`config.mk`:
```
export PLATFORM = sky130hd
export DESIGN_NAME = div_seq_32
export DESIGN_NICKNAME = d
export VERILOG_FILES = /design/src/rtl/div_seq_32.sv
export SDC_FILE = /design/constraint.sdc
export NUM_CORES = 1
export LEC_CHECK = 0
export BUFFER_PORTS_ARGS = -buffer_cell sky130_fd_sc_hd__buf_2
export CAP_MARGIN = 20
export CORE_ASPECT_RATIO = 0.6
export CORE_MARGIN = 2
export CORE_UTILIZATION = 40
export DETAILED_ROUTE_END_ITERATION = 12
export GPL_TIMING_DRIVEN = 0
export HOLD_SLACK_MARGIN = 0.1
export PLACE_DENSITY = 0.69
export SLEW_MARGIN = 20
export SYNTH_ARGS = -nofsm -noshare
export SYNTH_HDL_FRONTEND = slang
export SYNTH_HIERARCHICAL = 1
export SYNTH_SLANG_ARGS = --single-unit
```
`constraint.sdc`:
```
create_clock -name clk -period 35.5 [get_ports clk]
set_input_delay 7.1 -clock clk [delete_from_list [all_inputs] [get_ports clk]]
set_output_delay 7.1 -clock clk [all_outputs]
set_load 0.05 [all_outputs]
```
`src/rtl/div_seq_32.sv`:
```
// Iterative 32-bit signed/unsigned divider: one shift-subtract per clock through a prop/gen adder.
// Optional macro DIV_SEQ_EARLY_OUT_EN: finish in 2 steps when the divisor is zero or exceeds the dividend.

module add_pg_32 (
    input  logic [31:0] val1,
    input  logic [31:0] val2,
    input  logic        carry_in,
    output logic [31:0] sum,
    output logic        carry_out
);
    logic [31:0] prop;
    logic [31:0] gen;
    logic [32:0] carry;

    for (genvar gi = 0; gi < 32; gi++) begin : g_bit
        assign prop[gi] = val1[gi] ^ val2[gi];
        assign gen[gi]  = val1[gi] & val2[gi];
        assign sum[gi]  = prop[gi] ^ carry[gi];
    end

    always_comb begin
        carry[0] = carry_in;
        for (int i = 0; i < 32; i++) begin
            carry[i+1] = gen[i] | (prop[i] & carry[i]);
        end
    end

    assign carry_out = carry[32];
endmodule

module div_seq_32 #(
    parameter int WIDTH = 32,
    parameter int STEPS = 32
) (
    input  logic             clk,
    input  logic             rst,
    input  logic             start,
    input  logic             is_signed,
    input  logic [WIDTH-1:0] dividend,
    input  logic [WIDTH-1:0] divisor,
    output logic             busy,
    output logic             done,
    output logic [WIDTH-1:0] quotient,
    output logic [WIDTH-1:0] remainder,
    output logic             div_by_zero
);
    localparam int CNT_W = $clog2(STEPS);
    localparam logic [CNT_W-1:0] LAST_STEP = CNT_W'(STEPS - 1);

    typedef enum logic [1:0] {
        S_IDLE,
        S_RUN,
        S_FIX,
        S_DONE
    } state_t;

    state_t           state_q, state_d;
    logic [CNT_W-1:0] cnt_q, cnt_d;
    logic [WIDTH-1:0] rem_q, rem_d;
    logic [WIDTH-1:0] quo_q, quo_d;
    logic [WIDTH-1:0] dvs_mag_q, dvs_mag_d;
    logic [WIDTH-1:0] dvd_orig_q, dvd_orig_d;
    logic             q_neg_q, q_neg_d;
    logic             r_neg_q, r_neg_d;
    logic             dbz_q, dbz_d;
    logic [WIDTH-1:0] quotient_q, quotient_d;
    logic [WIDTH-1:0] remainder_q, remainder_d;
    logic             div_by_zero_q, div_by_zero_d;

    logic             dvd_neg, dvs_neg;
    logic [WIDTH-1:0] rem_shift;
    logic [WIDTH-1:0] trial;
    logic             trial_cout;
    logic             no_borrow;

    // The shifted partial remainder is 33 bits wide; its top bit lives in rem_q[MSB].
    assign rem_shift = {rem_q[WIDTH-2:0], quo_q[WIDTH-1]};

    add_pg_32 u_sub (
        .val1      (rem_shift),
        .val2      (~dvs_mag_q),
        .carry_in  (1'b1),
        .sum       (trial),
        .carry_out (trial_cout)
    );

    assign no_borrow = rem_q[WIDTH-1] | trial_cout;
    assign dvd_neg   = is_signed & dividend[WIDTH-1];
    assign dvs_neg   = is_signed & divisor[WIDTH-1];

`ifdef DIV_SEQ_EARLY_OUT_EN
    logic early_out;
    // quo_q still holds |dividend| before the first shift.
    assign early_out = dbz_q | (dvs_mag_q > quo_q);
`endif

    always_comb begin
        state_d       = state_q;
        cnt_d         = cnt_q;
        rem_d         = rem_q;
        quo_d         = quo_q;
        dvs_mag_d     = dvs_mag_q;
        dvd_orig_d    = dvd_orig_q;
        q_neg_d       = q_neg_q;
        r_neg_d       = r_neg_q;
        dbz_d         = dbz_q;
        quotient_d    = quotient_q;
        remainder_d   = remainder_q;
        div_by_zero_d = div_by_zero_q;

        case (state_q)
            S_IDLE: begin
                if (start) begin
                    quo_d      = dvd_neg ? -dividend : dividend;
                    dvs_mag_d  = dvs_neg ? -divisor : divisor;
                    dvd_orig_d = dividend;
                    q_neg_d    = dvd_neg ^ dvs_neg;
                    r_neg_d    = dvd_neg;
                    dbz_d      = (divisor == '0);
                    rem_d      = '0;
                    cnt_d      = '0;
                    state_d    = S_RUN;
                end
            end
            S_RUN: begin
`ifdef DIV_SEQ_EARLY_OUT_EN
                if (cnt_q == '0 && early_out) begin
                    rem_d   = quo_q;
                    quo_d   = '0;
                    state_d = S_FIX;
                end else
`endif
                begin
                    rem_d = no_borrow ? trial : rem_shift;
                    quo_d = {quo_q[WIDTH-2:0], no_borrow};
                    cnt_d = cnt_q + CNT_W'(1);
                    if (cnt_q == LAST_STEP) begin
                        state_d = S_FIX;
                    end
                end
            end
            S_FIX: begin
                quotient_d    = dbz_q ? '1 : (q_neg_q ? -quo_q : quo_q);
                remainder_d   = dbz_q ? dvd_orig_q : (r_neg_q ? -rem_q : rem_q);
                div_by_zero_d = dbz_q;
                state_d       = S_DONE;
            end
            default: begin
                state_d = S_IDLE;
            end
        endcase
    end

    always_ff @(posedge clk) begin
        if (rst) begin
            state_q       <= S_IDLE;
            cnt_q         <= '0;
            rem_q         <= '0;
            quo_q         <= '0;
            dvs_mag_q     <= '0;
            dvd_orig_q    <= '0;
            q_neg_q       <= 1'b0;
            r_neg_q       <= 1'b0;
            dbz_q         <= 1'b0;
            quotient_q    <= '0;
            remainder_q   <= '0;
            div_by_zero_q <= 1'b0;
        end else begin
            state_q       <= state_d;
            cnt_q         <= cnt_d;
            rem_q         <= rem_d;
            quo_q         <= quo_d;
            dvs_mag_q     <= dvs_mag_d;
            dvd_orig_q    <= dvd_orig_d;
            q_neg_q       <= q_neg_d;
            r_neg_q       <= r_neg_d;
            dbz_q         <= dbz_d;
            quotient_q    <= quotient_d;
            remainder_q   <= remainder_d;
            div_by_zero_q <= div_by_zero_d;
        end
    end

    assign busy        = (state_q == S_RUN) || (state_q == S_FIX);
    assign done        = (state_q == S_DONE);
    assign quotient    = quotient_q;
    assign remainder   = remainder_q;
    assign div_by_zero = div_by_zero_q;
endmodule

```
==> qor.csv <==
metric,value,unit
"Setup violations, final",0,
initial antenna violation count,0,
CP required,35.89,ns
maximum clock frequency,69.7,MHz
Mapped Nets,1617,
power per cell area,73.1,mW/mm²
WL final,42000,µm
"Top FF cell, synth",dfxtp_1,
initial DRC count,1515,
vias in the first global route,10900,
reg2reg path depth,43,
beginning of the worst hold path,dvs_mag_q[19]$_SDFFE_PP0P_,
WP data arrival,14.75,ns
share of layout cells above drive strength 1,0.111,
Async SR Flop Fraction,0,
GR Overflow Total,0,
Critical R2R Launch,quo_q[31]$_SDFFE_PP0P_,
Hold EP,dvs_mag_q[19]$_SDFFE_PP0P_,
die height,137,µm
"commonest non-fill, non-tap cell in the layout",dfxtp_1,
Initial Util,0.408,
Synth Cell Area,0.0118,mm²
Worst setup SP type,flop,
H-Tree Depth,1,
routed vias,12000,
DRT antenna net count,0,
Via-to-Cell Ratio,5.82,
type of the worst setup path,reg -> reg,
crit path max-delay cell type,fa_1,
Final Util,0.474,
Antenna diodes,0,
DP Wirelength,32800,µm
Site Rows,48,
crit path time final,14.35,ns
Root Buffer,clkbuf_16,
"Distinct cells, synth",65,
Syn Area/Cell,7.81,µm²
worst slew pin tran,1.04,ns
final non-filler cell total,2053,
die area,0.0308,mm²
area grow syn2layout,16.1,%
Worst path most repeated cell,fa_1,
worst-path maximum fanout,10,
"Hold Violations, Final",0,
reg-to-reg endpoint,rem_q[28]$_SDFFE_PP0P_,
yosys warns,6,
post-CTS setup buffer count,0,
final period utilization,0.404,
Die Width,225,µm
max-cap viol count,0,
Core ar.,0.0288,mm²
CTS resizes,0,
worst min path class,reg -> reg,
most frequent cells in the layout,"dfxtp_1, nand2_1, nor2_1",
"Clk pin slew, worst setup/hold paths",0.06,ns
Leak,5.10,nW
Final nets,1773,
number of synthesized register bits,203,
I/O pin cnt,135,
worst hold path stage count,2,
Slew headroom,0.304,
GPL Wtd Cong,0.987,
clock tree buffer depth,3,
final slew viol count,0,
overall routing resource usage,0.271,
outcome,"finished, final reports clean",
worst-skew pair later-pin latency,0.53,ns
largest net degree at the start of global routing,14,
Peak VDD IR,0.0000306,V
Setup crit end kind,flop,
Crit path largest cell delay,0.42,ns
Syn Inst Count,1507,
r2r setup slk,21.15,ns
CTS buffer count,22,
DR WL/cell,20.5,µm
RSZ-0062 raised after global routing,no,
clock sink total,203,
dpl cells,2014,
Setup Skew,0.00788,ns
setup TNS,0,ns
Initial DRT Pass Iterations,5,
global-route wire length before repair,63900,µm
DRC,0,
number of hold buffers added after CTS,0,
input/output buffers,132,
post-synthesis sequential area ratio,0.345,
number of flops mapped to enable cells by yosys,0,
CTS tree,built,
-- critical path: cells and delay by family, from the launching register on --
family	cells	cell delay, ns
AO/OA/AOI/OAI	2	0.22
adder cells (fa/ha/maj)	32	12.20
buffers and inverters	6	0.86
flip-flops	1	0.40
AND/OR/NAND/NOR	3	0.52
-- per-stage QoR --
step | area (µm²) | total power, mW | setup slack [ns] | hold WS (ns)
after global routing | 13700 | 1.05 | 20.62 | 0.476
after CTS | 13600 | 0.988 | 21.17 | 0.452
after floorplan | 11800 | 0.611 | 22.29 | 0.425
after detailed placement | 12900 | 0.745 | 21.23 | 0.444
final | 13700 | 0.999 | 21.15 | 0.451
after global placement | 12900 | 0.736 | 21.52 | 0.439
-- final cells by class --
cell class                 count  area [µm²]
buffer                       116         440
clock buffer                  33         663
clock inverter                 6        80.1
fill                        2893       15200
inverter                      71         267
multi-input combinational   1117        7010
sequential                   203        4060
tap                          375         469
timing repair buffer         132         661
-- registers in the layout, indices dropped and copies added (netlist names) --
register,cells
remainder,32
quo_q,32
q_neg_q,1
dvs_mag_q,32
cnt_q,5
dbz_q,1
quotient,32
div_by_zero,1
r_neg_q,1
state_q,2
dvd_orig_q,32
rem_q,32
-- report_power, final --
part / switching [mW] / internal, mW
Combinational: 0.313 / 0.122
Clock: 0.0993 / 0.143
Sequential: 0.0427 / 0.278
-- cell families (layout without fill, tap and decap cells) --
kind of cell               count (synthesis)  after routing  share of synthesized area
muxes                                     17             17                     0.0147
DFF                                      203            203                      0.345
AOI/OAI and AO/OA                        417            417                      0.228
buffers and inverters                    187            358                     0.0601
adders and majority gates                 42             42                     0.0651
and+or+nand+nor                          543            543                      0.215
xor gates and xnor gates                  97             97                     0.0722
other                                      1              1                   0.000319
-- synthesized netlist by cell type (5+ instances only) --
| cell type | number | share of area |
|---|---|---|
| o41ai_1 | 17 | 0.013 |
| a21oi_1 | 143 | 0.061 |
| xor2_1 | 58 | 0.043 |
| mux2i_1 | 15 | 0.013 |
| clkbuf_1 | 100 | 0.032 |
| or3_1 | 23 | 0.012 |
| nand3b_1 | 7 | 0.0045 |
| a31oi_1 | 15 | 0.0080 |
| or2_2 | 6 | 0.0032 |
| o21ai_0 | 42 | 0.018 |
| o211a_1 | 5 | 0.0043 |
| inv_1 | 69 | 0.022 |
| fa_1 | 32 | 0.054 |
| a2111oi_0 | 7 | 0.0052 |
| nand2b_1 | 12 | 0.0064 |
| a22oi_1 | 12 | 0.0077 |
| nand2_1 | 196 | 0.063 |
| buf_1 | 14 | 0.0045 |
| a311oi_1 | 6 | 0.0045 |
| nand3_1 | 22 | 0.0094 |
| and2_1 | 7 | 0.0037 |
| a21o_1 | 7 | 0.0045 |
| xnor2_1 | 39 | 0.029 |
| nor3_1 | 42 | 0.018 |
| nor3b_1 | 10 | 0.0064 |
| o31ai_1 | 32 | 0.020 |
| dfxtp_1 | 203 | 0.35 |
| o22ai_1 | 22 | 0.012 |
| a211oi_1 | 60 | 0.038 |
| ha_1 | 10 | 0.011 |
| nor2_1 | 157 | 0.050 |
| o21ai_1 | 16 | 0.0068 |
| and3_1 | 11 | 0.0059 |
| nand4_1 | 7 | 0.0037 |
| nor4_1 | 14 | 0.0074 |
| or4_1 | 10 | 0.0064 |
-- metal layers --
layer / global-route usage / routed length (µm)
met5: 0 / 0
met4: 0.0508 / 756
met1: 0.416 / 20600
met3: 0.0848 / 4720
met2: 0.364 / 15900
-- worst max path at each step --
stage	startpoint	to	slack [ns]
floorplan	quo_q[31]$_SDFFE_PP0P_	rem_q[23]$_SDFFE_PP0P_	22.29
CTS	quo_q[31]$_SDFFE_PP0P_	rem_q[28]$_SDFFE_PP0P_	21.17
global placement	quo_q[31]$_SDFFE_PP0P_	rem_q[27]$_SDFFE_PP0P_	21.52
global route	quo_q[31]$_SDFFE_PP0P_	rem_q[4]$_SDFFE_PP0P_	20.62
detailed placement	quo_q[31]$_SDFFE_PP0P_	rem_q[28]$_SDFFE_PP0P_	21.23
finish	quo_q[31]$_SDFFE_PP0P_	rem_q[28]$_SDFFE_PP0P_	21.15
No activity file was read; power rests on OpenSTA's default activity.
